[config.mk]
export PLATFORM = sky130hd
export DESIGN_NAME = spi_arbiter
export DESIGN_NICKNAME = d
export VERILOG_FILES = /design/src/rtl/spi_arbiter.sv
export SDC_FILE = /design/constraint.sdc
export NUM_CORES = 1
export LEC_CHECK = 0
export CAP_MARGIN = 30
export CORE_ASPECT_RATIO = 0.75
export CORE_UTILIZATION = 28
export DETAILED_ROUTE_END_ITERATION = 10
export GPL_ROUTABILITY_DRIVEN = 0
export PLACE_DENSITY = 0.57
export SETUP_SLACK_MARGIN = 0.15
export SYNTH_ARGS = -nofsm -noshare
export SYNTH_HDL_FRONTEND = slang
export SYNTH_SLANG_ARGS = --single-unit
[constraint.sdc]
create_clock -name clock -period 2.4 [get_ports clock]
set_input_delay 0.6 -clock clock [delete_from_list [all_inputs] [get_ports clock]]
set_output_delay 0.6 -clock clock [all_outputs]
set_load 0.05 [all_outputs]
[src/rtl/spi_arbiter.sv]
// Arbitrates several requesters onto one spi_core, one latched transaction at a time.
// Build option: SPI_ARBITER_FIXED_PRIO_EN selects fixed lowest-index priority instead of round-robin.
module spi_arbiter #(
   parameter int unsigned REQUESTERS = 2,
   parameter int unsigned SLAVES     = 1,
   parameter int unsigned D_WIDTH    = 8,
   parameter int unsigned ADDR_W     = 4,
   parameter int unsigned DIV_W      = 8
) (
   input  logic                         clock,
   input  logic                         reset,
   input  logic [REQUESTERS-1:0]        req,
   input  logic [REQUESTERS*ADDR_W-1:0] req_addr,
   input  logic [REQUESTERS*D_WIDTH-1:0] req_tx_data,
   input  logic [REQUESTERS*2-1:0]      req_mode,
   input  logic [REQUESTERS*DIV_W-1:0]  req_clk_div,
   output logic [REQUESTERS-1:0]        gnt,
   output logic [REQUESTERS-1:0]        done,
   output logic [REQUESTERS-1:0]        err,
   output logic [D_WIDTH-1:0]           rx_data,
   output logic                         core_enable,
   output logic                         core_cpol,
   output logic                         core_cpha,
   output logic                         core_cont,
   output logic [ADDR_W-1:0]            core_addr,
   output logic [DIV_W-1:0]             core_clk_div,
   output logic [D_WIDTH-1:0]           core_tx_data,
   input  logic                         core_busy,
   input  logic [D_WIDTH-1:0]           core_rx_data
);

   localparam int unsigned IDX_W        = $clog2(REQUESTERS);
   localparam int unsigned CNT_W        = 2;
   localparam int unsigned BUSY_TIMEOUT = 4;

   if (REQUESTERS < 2 || REQUESTERS > 8 || SLAVES < 1) begin : g_param_check
      $error("spi_arbiter: REQUESTERS must be 2..8 and SLAVES at least 1");
   end

   typedef enum logic [2:0] {
      S_IDLE,
      S_START,
      S_WAIT_BUSY,
      S_WAIT_DONE,
      S_COMPLETE
   } state_t;

   state_t              state;
   logic [CNT_W-1:0]    busy_cnt;
   logic [IDX_W-1:0]    win_c;
   logic                any_c;
   logic [ADDR_W-1:0]   sel_addr_c;
   logic [D_WIDTH-1:0]  sel_tx_c;
   logic [1:0]          sel_mode_c;
   logic [DIV_W-1:0]    sel_div_c;

`ifndef SPI_ARBITER_FIXED_PRIO_EN
   logic [IDX_W-1:0]    last_ptr;
`endif

   assign core_cont = 1'b0;
   assign any_c     = |req;

   // Winner selection and mux of the winner's request fields.
   always_comb begin
      win_c      = '0;
      sel_addr_c = '0;
      sel_tx_c   = '0;
      sel_mode_c = '0;
      sel_div_c  = '0;
`ifdef SPI_ARBITER_FIXED_PRIO_EN
      for (int k = REQUESTERS - 1; k >= 0; k--) begin
         if (req[IDX_W'(k)]) win_c = IDX_W'(k);
      end
`else
      // Descending scan so the nearest index after last_ptr is written last.
      for (int k = REQUESTERS; k >= 1; k--) begin
         int j;
         j = (int'(last_ptr) + k) % int'(REQUESTERS);
         if (req[IDX_W'(j)]) win_c = IDX_W'(j);
      end
`endif
      for (int k = 0; k < REQUESTERS; k++) begin
         if (IDX_W'(k) == win_c) begin
            sel_addr_c = req_addr[k*ADDR_W +: ADDR_W];
            sel_tx_c   = req_tx_data[k*D_WIDTH +: D_WIDTH];
            sel_mode_c = req_mode[k*2 +: 2];
            sel_div_c  = req_clk_div[k*DIV_W +: DIV_W];
         end
      end
   end

   // Transaction sequencer; every output is registered here.
   always_ff @(posedge clock) begin
      if (reset) begin
         state        <= S_IDLE;
         busy_cnt     <= '0;
         gnt          <= '0;
         done         <= '0;
         err          <= '0;
         rx_data      <= '0;
         core_enable  <= 1'b0;
         core_cpol    <= 1'b0;
         core_cpha    <= 1'b0;
         core_addr    <= '0;
         core_clk_div <= '0;
         core_tx_data <= '0;
`ifndef SPI_ARBITER_FIXED_PRIO_EN
         last_ptr     <= IDX_W'(REQUESTERS - 1);
`endif
      end else begin
         done        <= '0;
         err         <= '0;
         core_enable <= 1'b0;
         case (state)
            S_IDLE: begin
               if (any_c && !core_busy) begin
                  gnt          <= REQUESTERS'(1) << win_c;
                  core_addr    <= sel_addr_c;
                  core_tx_data <= sel_tx_c;
                  core_cpol    <= sel_mode_c[1];
                  core_cpha    <= sel_mode_c[0];
                  core_clk_div <= sel_div_c;
                  core_enable  <= 1'b1;
`ifndef SPI_ARBITER_FIXED_PRIO_EN
                  last_ptr     <= win_c;
`endif
                  state        <= S_START;
               end
            end
            S_START: begin
               busy_cnt <= '0;
               state    <= S_WAIT_BUSY;
            end
            S_WAIT_BUSY: begin
               if (core_busy) begin
                  state <= S_WAIT_DONE;
               end else if (busy_cnt == CNT_W'(BUSY_TIMEOUT - 1)) begin
                  err   <= gnt;
                  gnt   <= '0;
                  state <= S_IDLE;
               end else begin
                  busy_cnt <= busy_cnt + 1'b1;
               end
            end
            S_WAIT_DONE: begin
               if (!core_busy) begin
                  rx_data <= core_rx_data;
                  state   <= S_COMPLETE;
               end
            end
            S_COMPLETE: begin
               done  <= gnt;
               gnt   <= '0;
               state <= S_IDLE;
            end
            default: state <= S_IDLE;
         endcase
      end
   end

endmodule

======== Yosys cells after proc, flatten, opt, wreduce, memory -nomap -nowiden ========
Index checks and enable logic that the tools add are counted.
word-level totals
  bits in registers ....................... 43
  bits of input ports ..................... 57
  output and inout bits ................... 38
  word-level logic and storage cells ...... 72
operators by class
  $add $sub $neg .......................... 3
  order comparisons ....................... 2
  equality and inequality tests ........... 11
  shifts and indexed selects .............. 1
  multiplexer cells ....................... 23
  bitwise gates (word level) .............. 5
  reductions and logical operators ........ 14
operator list
  cell                                                                           number
  8-bit 2-to-1 mux                                                               2
  2-bit 2-to-1 mux                                                               6
  3-bit 2-to-1 mux                                                               4
  3-bit one-hot mux with 4 select lines                                          1
  2-bit != test (second input constant)                                          5
  1-bit 2-to-1 mux                                                               7
  3-bit by 2-bit equality test with 1-bit output (second input constant)         2
  1-bit by 3-bit less-than comparator with 1-bit output (second input constant)  2
  2-bit one-hot mux with 3 select lines                                          1
  3-bit AND reduction                                                            2
  2-bit OR reduction                                                             3
  1-bit inverter                                                                 5
  4-bit 2-to-1 mux                                                               1
  2-bit one-hot mux with 2 select lines                                          1
  2-bit AND reduction                                                            2
  4-bit AND reduction                                                            1
  4-bit OR reduction                                                             1
  3-bit by 1-bit equality test with 1-bit output (second input constant)         1
  3-bit equality test (second input constant)                                    1
  3-bit zero test                                                                1
  3-bit != test (second input constant)                                          1
  3-bit nonzero test                                                             1
  1-bit adder (second input constant)                                            2
  2-bit by 1-bit adder with 2-bit output (second input constant)                 1
  other kinds (5)                                                                5

======== Depth between registers and ports, before layout ========
Gate-level depths: netlist (run 1).
  depth in word-level cells ............... 9
  mapped depth ............................ 5
  gate-level depth less buffers ........... 5

======== Least setup slack after synthesis (run 1) ========
Ideal clock, no wire load.
  kind .................................... input port to flip-flop
  start ................................... input core_busy
  end ..................................... register core_clk_div[0]
  library setup time ...................... 87 ps
  arrival ................................. 1,530 ps
  required time ........................... 2,313 ps
  slack ................................... 784 ps
  cell stages on the path ................. 5
  path buffers ............................ 1
  cell sequence ........................... nor2_2 nor4b_4 buf_4 nor2_1 a211oi_1
between the ends
  word-level cells in the longest chain between the ends .. 3
ends and longest elaborated chain
  element                        line  RTL
  start: declaration             28    input logic core_busy,
  1-bit zero test                -
  1-bit logical AND              117   if (any_c && !core_busy) begin
  2-bit AND reduction (no line)  -
  end signal: assignment         123   core_clk_div <= sel_div_c;
  end: declaration               26    output logic [DIV_W-1:0] core_clk_div,
Every way passes these cells.
A chain may end at the register's enable or synchronous reset.

======== Worst setup path in the final report (run 1) ========
  start ................................... register gnt[1]
  end ..................................... output gnt[1]
RTL lines
  element                   line  RTL
  start: declaration        17    output logic [REQUESTERS-1:0] gnt,
  start signal: assignment  118   gnt <= REQUESTERS'(1) << win_c;
No word-level cell between the ends.

==> results of run 1 <==
report_power, final:
group / internal [mW] / switching [mW] / total (mW) / leakage, nW
Combinational: 0.234 / 0.291 / 0.525 / 0.788
Sequential: 0.762 / 0.0343 / 0.796 / 0.352
Clock: 0.337 / 0.247 / 0.584 / 0.0612
Total: 1.33 / 0.572 / 1.91 / 1.20
state kept, by name (all words and copies together) (netlist names):
signal        count
core_clk_div      8
gnt               2
state             3
core_cpha         1
core_tx_data      8
err               2
busy_cnt          2
core_addr         4
core_enable       1
rx_data           8
core_cpol         1
last_ptr          1
done              2
synthesized netlist by cell type (all sizes together):
cell    number
nor3         4
inv          1
or3b         1
nand2b       7
nand3        2
o22ai        1
dfxtp       43
mux2         1
clkbuf       4
o21ai        3
nor2b        2
or4          1
a211oi      24
and4b        2
and3         1
conb         1
nor4b        1
a21oi       11
and2         2
o21ba        1
nor2        27
o31ai        1
nand2       19
mux2i       23
ha           1
buf         10
or4b         1
per-layer routing:
layer  track usage  up-vias  wire [um]
met4        0.0448        0         56
met1         0.175      699       2250
li1              -      867          -
met5             0        -          0
met3        0.0781        4        558
met2         0.204       69       1810
layout make-up:
cell class | count | area share
timing repair buffer | 98 | 0.330
sequential | 43 | 0.288
clock inverter | 2 | 0.0117
tap | 81 | 0.0339
inverter | 1 | 0.00125
clock buffer | 6 | 0.0276
multi-input combinational | 137 | 0.308
worst max-delay path by stage:
stage / endpoint / slack [ns] / depth (start not counted)
finish: gnt[1] / 0.30 / 1
global route: gnt[0] / 0.24 / 1
CTS: gnt[0] / 0.28 / 1
detailed placement: core_clk_div[2]$_SDFFE_PP0P_ / 0.14 / 6
global placement: busy_cnt[0]$_SDFFE_PP0P_ / 0.22 / 5
floorplan: core_clk_div[0]$_SDFFE_PP0P_ / 0.78 / 5
kinds of logic (layout without fill, tap and decap cells):
group,count (synthesis),after routing,synth area share
mux,24,24,0.130
flops,43,43,0.463
other cells,1,1,0.00202
fa+ha+maj,1,1,0.00673
buf+inv,15,107,0.0417
simple gates,70,70,0.188
compound gates,41,41,0.168
per-stage QoR:
stage               hold slack [ns]  setup WS (ns)  std cells   util
floorplan                     0.452          0.784        195      -
global placement              0.441          0.218        360  0.453
detailed placement            0.447          0.145        360  0.453
CTS                           0.460          0.276        368  0.471
global route                  0.475          0.240        368  0.471
finish                        0.458          0.300        368  0.471
==> metrics.cfg, run 1 <==
[detailed_routing]
drc_errors = 0
first_pass_iters = 4
drtAntennaViolNets = 0
wl_per_cell_um = 12.7
drt-vias-per-instance = 4.45
totalWireLength_um = 4670
drt_iter0_markers = 40
vias = 1639

[job]
drv_cap = 0

[finish]
final_area_um2 = 2990
antennaDiodeCount = 0
fillers = 629
layout.nets = 344
multiInputGateArea_um2 = 921
layout_common_cells = 92 x clkdlybuf4s50_1, 43 x dfxtp_1, 26 x nor2_1, 23 x mux2i_1, 19 x nand2_1
layout-drive-gt1-share = 0.0941
seq_area_um2 = 861
area_growth_syn_to_layout_pct = 61.0
layout_commonest_cell = clkdlybuf4s50_1

[clock_tree]
clk-insertion-delay-late_ns = 0.29
cts.sinks = 43
htreeDepth = 2
cts_resized = 0
cts_root_buf = clkbuf_8
cts_setup_buffers = 0
cts_hold_buffers = 0
cts_buffers = 5
cts_buffer_depth = 2
cts_tree = done
clk_pin_slew_ns = 0.08

[sta]
drv_slew = 0
setup_violations = 0
slew_headroom = 0.643
skew_ns = 0.00208
max_freq_mhz = 476
worst_slew_pin_slew_ns = 0.534
setup_tns_ns = 0
period_needed_ns = 2.10
rsz0062_at_grt = false
timing.final.crit_share = 0.875
hold_viol = 0

[die]
die_area_um2 = 6970
core_area_um2 = 6350
start_util = 0.293
io_pins = 95
die_width_um = 96.1
die_h_um = 72.6
rows = 25

[pwr]
p_total_mw = 1.91
p_per_area_nw_per_um2 = 637
ir_drop_uv = 239
p_leak_nw = 1.20

[logic_synthesis]
synth_seq_cells = 43
synthTopCellsByArea = dfxtp_1 46%, mux2i_1 12%, a211oi_1 6.9%, nor2_1 5.2%, a211oi_2 4.7%
ys_types = 32
avgSynthCellArea_um2 = 9.53
yosys_warnings = 0
synth-seq-area-share = 0.463
synth_fp_nets = 253
synthCells = 195
synth_area_um2 = 1860
yosysTopAreaCellShare = 0.463
yosysTopAreaCell = dfxtp_1

[grt]
antenna_found_initial = 0
first_global_vias = 1573
overflow = 0
grt_usage = 0.140
grt_pass1_wl_um = 7370
grt_max_degree = 47

[worst_setup_path]
cpLargestDelayFamily = buffers and inverters
r2r_slack_ns = 0.82
end_kind = output port
worstPathCellList = clkdlybuf4s50_1
cp.required_ns = 1.80
cpPeakStageDelay_ns = 0.83
crit_fanout = 4
critPathKind = reg -> out
crit_arrival_ns = 1.50
rr_worst_depth = 5
startpoint = gnt[1]$_SDFFE_PP0P_
r2r-end = busy_cnt[0]$_SDFFE_PP0P_
startpoint_type = flop
cp_slowest_cell = clkdlybuf4s50_1
critPathBufInv = 1
r2r-start = busy_cnt[0]$_SDFFE_PP0P_

[run_status]
status = complete, no violations

[hold_path]
min_to = rx_data[2]$_SDFFE_PP0P_
hold_depth = 2
min_path_type = reg -> reg
min_from = rx_data[2]$_SDFFE_PP0P_

[placement]
port_buffers = 93
hpwl_um = 3310
placed_area_um2 = 2880

Power figures use the tool's default switching activity.
==> run 2: changes to the inputs <==
Settings changed: REMOVE_ABC_BUFFERS set to 1.
==> run 2 against run 1 <==
Effect of this change: first-iteration DRC count is 25% lower; largest cell class unchanged; die area unchanged; maximum frequency decreased by 0.50%; cell count is 0.54% lower; clock power down 29%; sequential power hardly changed; critical path depth unchanged; worst setup slack lost 0.011 ns; worst hold slack lost 0.0010 ns; clock skew rose by 0.0055 ns; routed wire length decreased by 2.8%.
==> metrics.cfg, run 2 (synthesis gave the netlist of run 1 again) <==
[run_status]
status = complete, no violations

[finish]
layout-drive-gt1-share = 0.0877
layout.nets = 344
seq_area_um2 = 861
fin_util = 0.465
multiInputGateArea_um2 = 921
fillers = 625
antennaDiodeCount = 0
largestRegisters = core_clk_div x8, core_tx_data x8, rx_data x8
layout_common_cells = 92 x clkdlybuf4s50_1, 43 x dfxtp_1, 26 x nor2_1, 23 x mux2i_1, 19 x nand2_1
layout_commonest_cell = clkdlybuf4s50_1
fin_cells = 366
area_growth_syn_to_layout_pct = 58.7

[detailed_routing]
drtAntennaViolNets = 0
wl_per_cell_um = 12.4
first_pass_iters = 4
totalWireLength_um = 4540
drt_iter0_markers = 30
vias = 1658
drc_errors = 0
drt-vias-per-instance = 4.53

[hold_path]
hold_depth = 2
min_path_type = reg -> reg

[worst_setup_path]
rr_worst_depth = 5
worstPathCellList = clkdlybuf4s50_1
critPathBufInv = 1
crit_fanout = 4
cp.required_ns = 1.80
crit_arrival_ns = 1.51
cp.depth = 1
critPathKind = reg -> out
cp_slowest_cell = clkdlybuf4s50_1
cpLargestDelayFamily = buffers and inverters
cpPeakStageDelay_ns = 0.83
end_kind = output port
startpoint_type = flop

[placement]
place_inst = 360
hpwl_um = 3320
port_buffers = 93

[sta]
worst_slew_pin_slew_ns = 0.599
period_needed_ns = 2.11
timing.final.crit_share = 0.879
skew_ns = 0.00761
drv_slew = 0
max_freq_mhz = 474
setup_violations = 0
setup_tns_ns = 0
hold_viol = 0
slew_headroom = 0.601
rsz0062_at_grt = false

[grt]
overflow = 0
grt_usage = 0.127
antenna_found_initial = 0
first_global_vias = 1437
grt_max_degree = 47
grt_pass1_wl_um = 6800

[die]
io_pins = 95
die_area_um2 = 6970
core_area_um2 = 6350
rows = 25
die_width_um = 96.1
start_util = 0.293
die_h_um = 72.6

[clock_tree]
clk-insertion-delay-late_ns = 0.29
cts_buffer_depth = 2
cts_buffers = 5
clk_pin_slew_ns = 0.08
htreeDepth = 2
cts_resized = 0
cts_hold_buffers = 0
cts.sinks = 43
cts_root_buf = clkbuf_8
cts_setup_buffers = 0
cts_tree = done

[pwr]
p_leak_nw = 1.18
p_per_area_nw_per_um2 = 587
p_total_mw = 1.73
ir_drop_uv = 252

[job]
drv_cap = 0

-- run 2: final cells by class --
class,instances,area share
clock inverter,1,0.00254
sequential,43,0.292
clock buffer,5,0.0233
inverter,1,0.00127
timing repair buffer,98,0.335
multi-input combinational,137,0.312
tap,81,0.0343
-- run 2: final timing paths --
| path | start | endpoint | slack (ns) |
|---|---|---|---|
| hold reg to reg | rx_data[7]$_SDFFE_PP0P_ | rx_data[7]$_SDFFE_PP0P_ | 0.46 |
| hold / removal | rx_data[7]$_SDFFE_PP0P_ | rx_data[7]$_SDFFE_PP0P_ | 0.46 |
| setup reg to reg | busy_cnt[0]$_SDFFE_PP0P_ | busy_cnt[0]$_SDFFE_PP0P_ | 0.79 |
| setup / recovery | gnt[0]$_SDFFE_PP0P_ | gnt[0] | 0.29 |
-- run 2: metal layers --
layer  GRT usage  part of all wire  vias up
met5           0                 0        -
met4      0.0398            0.0088        0
met3      0.0427             0.088        5
met2       0.191              0.43       51
met1       0.171              0.47      736
li1            -                 -      866
-- run 2: power breakdown --
group / total (mW) / leakage (nW) / switching (mW) / internal [mW]
Clock: 0.414 / 0.0361 / 0.221 / 0.193
Combinational: 0.523 / 0.788 / 0.289 / 0.234
Sequential: 0.795 / 0.352 / 0.0327 / 0.762
Total: 1.73 / 1.18 / 0.543 / 1.19
-- run 2: stage by stage --
step	area (um^2)	worst slack (ns)	hold slack, ns
4_1_cts	2950	0.264	0.460
6_report	2950	0.290	0.457
2_1_floorplan	1790	-0.0378	0.452
5_1_grt	2950	0.252	0.480
3_5_place_dp	2880	0.174	0.449
3_3_place_gp	2880	0.220	0.443
==> edit 1: new RTL, flow settings as in run 1 <==
Reset style: asynchronous (`reset`), changed in one clocked block.
--- a/src/rtl/spi_arbiter.sv
+++ b/src/rtl/spi_arbiter.sv
@@ -92,5 +92,5 @@
 
    // Transaction sequencer; every output is registered here.
-   always_ff @(posedge clock) begin
+   always_ff @(posedge clock or posedge reset) begin
       if (reset) begin
          state        <= S_IDLE;
Check against the original RTL: differs if reset is asserted again (counterexample within 4 cycles, from zero or initial values and one cycle with reset high); with reset held inactive, the same outputs for 4 cycles.
==> edit 1 against run 1 <==
- design area increased by 3.1%
- area after synthesis increased by 2.7%
- core utilization increased by 0.77 points
- routed wire length decreased by 5.5%
- via count fell by 6.3%
- sequential cell count unchanged
- setup slack got worse by 0.021 ns
- critical endpoint unchanged
- largest cell class is now sequential cells
Power is not compared: it rests on default switching activity, and its combinational part moved more than twofold at a synthesized area within 25%.
==> edit 1: results (changes against run 1) <==
Met3 wire len - 357 um (was 558 um)
Clock transition at the registers of the reported paths - 0.08 ns (about the same)
Initial antenna violation count - 0 (unchanged)
Nets - 325 (was 344)
DR WL/cell - 12.6 um (was 12.7 um)
Met1 Track Usage GR - 17.0% (was 17.5%)
Crit-path max cell delay - 0.83 ns (about the same)
Max_slew headroom - 65.6% (was 64.3%)
DP Area - 2950 um^2 (was 2880 um^2)
Netlist cell types - 29 (was 32)
Pre-CTS setup slack - 0.368 ns (was 0.145 ns)
Mapped Avg Cell Area - 10.9 um^2 (was 9.53 um^2)
Cells after DPL - 341 (was 360)
Largest net degree at the start of global routing - 35 (was 47)
Vias in the first global route - 1564 (was 1573)
Syn_nets - 233 (was 253)
Layout Skew - 0.00502 ns (was 0.00208 ns)
Crit Path Max Fanout - 4 (unchanged)
Ranking of synthesized cells by area - dfrtp_1, mux2i_1, o21ai_0, nand2_1, mux2_2 (was dfxtp_1, mux2i_1, a211oi_1, nor2_1, a211oi_2)
Initial DRC count - 25 (was 40)
M1 WL - 2090 um (was 2250 um)
Biggest regs - core_clk_div (8), core_tx_data (8), rx_data (8) (unchanged)
Vias per inst - 4.40 (was 4.45)
Met3 Track Usage GR - 4.85% (was 7.81%)
Register area share after synthesis - 56.4% (was 46.3%)
Clk_lat worst skew - 0.29 ns (about the same)
CP max-delay cell - clkdlybuf4s50_1 (unchanged)
Root buffer cell - clkbuf_8 (unchanged)
Net Switching - 1.83 mW
Tot GR Track Use - 13.1% (was 14.0%)
Status - complete, no violations (unchanged)
Warnings, synthesis - 0 (unchanged)
Max VDD drop - 0.592 mV
Post-CTS sizing - 0 (unchanged)
Filler cells - 616 (was 629)
Leak - 1.39 nW
Setup Fix Bufs, Post-CTS - 0 (unchanged)
Most frequent cells after synthesis - dfrtp_1, nand2_1, mux2i_1, o21ai_0, mux2_2 (was dfxtp_1, nor2_1, mux2i_1)
WL met2 - 1910 um (was 1810 um)
I/O Buffers - 93 (unchanged)
Hold Crit Class - flip-flop to flip-flop (unchanged)
Post-synth ARST share - 100% (was 0%)
Critical Path AT - 1.52 ns (was 1.50 ns)
Total wire length - 4410 um (was 4670 um)
Largest delay contributor family on the critical path - buffers and inverters (unchanged)
Share of cells above drive strength 1 - 9.33% (was 9.41%)
Met2 Usage GRT - 20.3% (was 20.4%)
Global-route wire length before repair - 7380 um (was 7370 um)
Detailed Routing Iterations Pass 1 - 4 (unchanged)
HPWL after detailed placement - 3300 um (was 3310 um)
CTS buffer count - 5 (unchanged)
## edit 1: cell count changes after synthesis, sizes merged, moves of 3 or more
| cell | run 1 | this run |
|---|---|---|
| dfxtp | 43 | 0 |
| dfrtp | 0 | 42 |
| a211oi | 24 | 1 |
| o21ai | 3 | 26 |
| nor2 | 27 | 7 |
| nand2 | 19 | 27 |
| a21oi | 11 | 4 |
| mux2 | 1 | 8 |
| nand2b | 7 | 2 |
| inv | 1 | 4 |
## edit 1: power groups by stage
stage | Combinational (mW) | Clock, mW | Sequential (mW)
2_1_floorplan | 0.588 | 0 | 2.10
3_3_place_gp | 2.19 | 0 | 1.26
3_5_place_dp | 2.20 | 0 | 1.26
4_1_cts | 2.20 | 0.684 | 1.25
5_1_grt | 2.31 | 0.709 | 1.30
6_report | 2.17 | 0.663 | 1.25
## edit 1: worst paths after layout
check                                start              end  slack, ns  cells past startpoint
min in group asynchronous            reset  core_clk_div[2]       0.67                      2
max in group asynchronous            reset       rx_data[2]       1.24                      3
hold / removal             core_tx_data[3]  core_tx_data[3]       0.49                      2
hold reg to reg            core_tx_data[3]  core_tx_data[3]       0.49                      2
setup / recovery                    gnt[1]           gnt[1]       0.28                      1
setup reg to reg                  state[1]       rx_data[6]       0.73                      3
## edit 1: logic make-up after synthesis
logic type      after synthesis  share of synthesized area [%]
buf+inv                      17                           4.19
simple gates                 45                           11.0
xor+xnor                      1                          0.459
fa+ha+maj                     1                          0.655
compound gates               36                           10.3
mux                          31                           16.8
other cells                   1                          0.196
flops                        43                           56.4
## edit 1: final cells by class
type	count	area, um^2	area share [%]
Timing Repair Buffer	98	1010	32.6
Sequential cell	43	1080	34.9
Multi-Input combinational cell	115	754	24.4
Tap cell	81	101	3.28
Clock buffer	6	72.6	2.35
Clock inverter	2	60.1	1.95
Inverter	4	15.0	0.486
==> edit 2: new RTL, config.mk and constraints of run 1 <==
Without the edit above. Set the parameter `DIV_W` to 6 (it was 8).
--- a/src/rtl/spi_arbiter.sv
+++ b/src/rtl/spi_arbiter.sv
@@ -6,5 +6,5 @@
    parameter int unsigned D_WIDTH    = 8,
    parameter int unsigned ADDR_W     = 4,
-   parameter int unsigned DIV_W      = 8
+   parameter int unsigned DIV_W      = 6
 ) (
    input  logic                         clock,
Interface: changed (resized core_clk_div and req_clk_div); port bits go from 95 to 89. No check against the original RTL was run, so the function may have changed too.
==> edit 2 against run 1 <==
- clock skew rose by 0.00078 ns
- area after synthesis is 7.5% higher
- setup slack better by 0.031 ns
- combinational power shrank 5.7%
- sequential cell count is 2 lower
- total power decreased by 12%
- design area fell by 0.96%
- routed wire length up 5.2%
- critical endpoint is now gnt[0]
==> edit 2: results (changes against run 1) <==
Max_slew headroom - 64.1% (was 64.3%)
Final Worst Setup Slack - 0.331 ns (was 0.300 ns)
Post-Synth Adder-Cell Area - 0.626% (was 0.673%)
Initial DRC count - 86 (was 40)
Met3 Track Usage GR - 5.85% (was 7.81%)
Finished Layout Cells - 363 (was 368)
Most frequent cells after synthesis - dfxtp_1, mux2i_1, a21oi_1 (was dfxtp_1, nor2_1, mux2i_1)
Biggest regs - core_tx_data (8), rx_data (8), core_clk_div (6) (was core_clk_div (8), core_tx_data (8), rx_data (8))
Ranking of synthesized cells by area - dfxtp_1, mux2i_1, a211oi_2, a21oi_1, buf_6 (was dfxtp_1, mux2i_1, a211oi_1, nor2_1, a211oi_2)
DR WL/cell - 13.5 um (was 12.7 um)
R2r startpoint - state[0] (was busy_cnt[0])
Vias in the first global route - 1548 (was 1573)
Pre-CTS setup slack - 0.184 ns (was 0.145 ns)
Tot GR Track Use - 13.3% (was 14.0%)
Crit path to - gnt[0] (was gnt[1])
Met3 wire len - 542 um (was 558 um)
Leak - 1.16 nW (was 1.20 nW)
M1 WL - 2580 um (was 2250 um)
HPWL after detailed placement - 3530 um (was 3310 um)
I/O Buffers - 87 (was 93)
Register area share after synthesis - 41.1% (was 46.3%)
Status - complete, no violations (unchanged)
Hold Path Sink - busy_cnt[1] (was rx_data[2])
Reg power frac - 44.6% (was 41.8%)
FF-to-FF path depth - 3 (was 5)
Vias per inst - 4.52 (was 4.45)
Post-Synth XOR/XNOR Area - 0.438% (was 0%)
Detailed Routing Iterations Pass 1 - 5 (was 4)
R2R setup slack - 0.72 ns (was 0.82 ns)
Global-route wire length before repair - 7710 um (was 7370 um)
Hold slack - 0.470 ns (was 0.458 ns)
Netlist cell types - 37 (was 32)
R2r endpoint - core_clk_div[5] (was busy_cnt[0])
Met2 Usage GRT - 18.5% (was 20.4%)
Syn_nets - 238 (was 253)
Synth Area in Compound Gates - 22.5% (was 16.8%)
Mux contribution to synthesized area - 16.0% (was 13.0%)
Max VDD drop - 0.205 mV (was 0.239 mV)
Layout Skew - 0.00286 ns (was 0.00208 ns)
Net Sw Frac - 31.8% (was 30.0%)
Share of cells above drive strength 1 - 14.0% (was 9.41%)
Gate Count Post-Synth - 184 (was 195)
## edit 2: changes by cell type in the layout (fill, tap and decap cells not counted), moves of 6 or more
cell / run 1 / this run
clkdlybuf4s50_1: 92 / 86
nand2b_1: 7 / 1
nor2_1: 26 / 12
a211oi_1: 17 / 0
a211oi_2: 7 / 20
a21oi_1: 10 / 21
nand2_1: 19 / 6
mux2i_1: 23 / 32
## edit 2: stage by stage
stage,utilization (%),area [um^2]
6_report,43.2,2960
4_1_cts,43.2,2960
3_3_place_gp,42.0,2880
2_1_floorplan,-,2000
5_1_grt,43.2,2960
3_5_place_dp,42.0,2880
## edit 2: area by class of cell
cell class	count	area, um^2	share of cell area, %
tap	98	123	4.14
sequential	41	821	27.7
inverter	3	11.3	0.380
timing repair buffer	91	908	30.6
clock buffer	8	80.1	2.70
multi-input combinational	122	1020	34.4
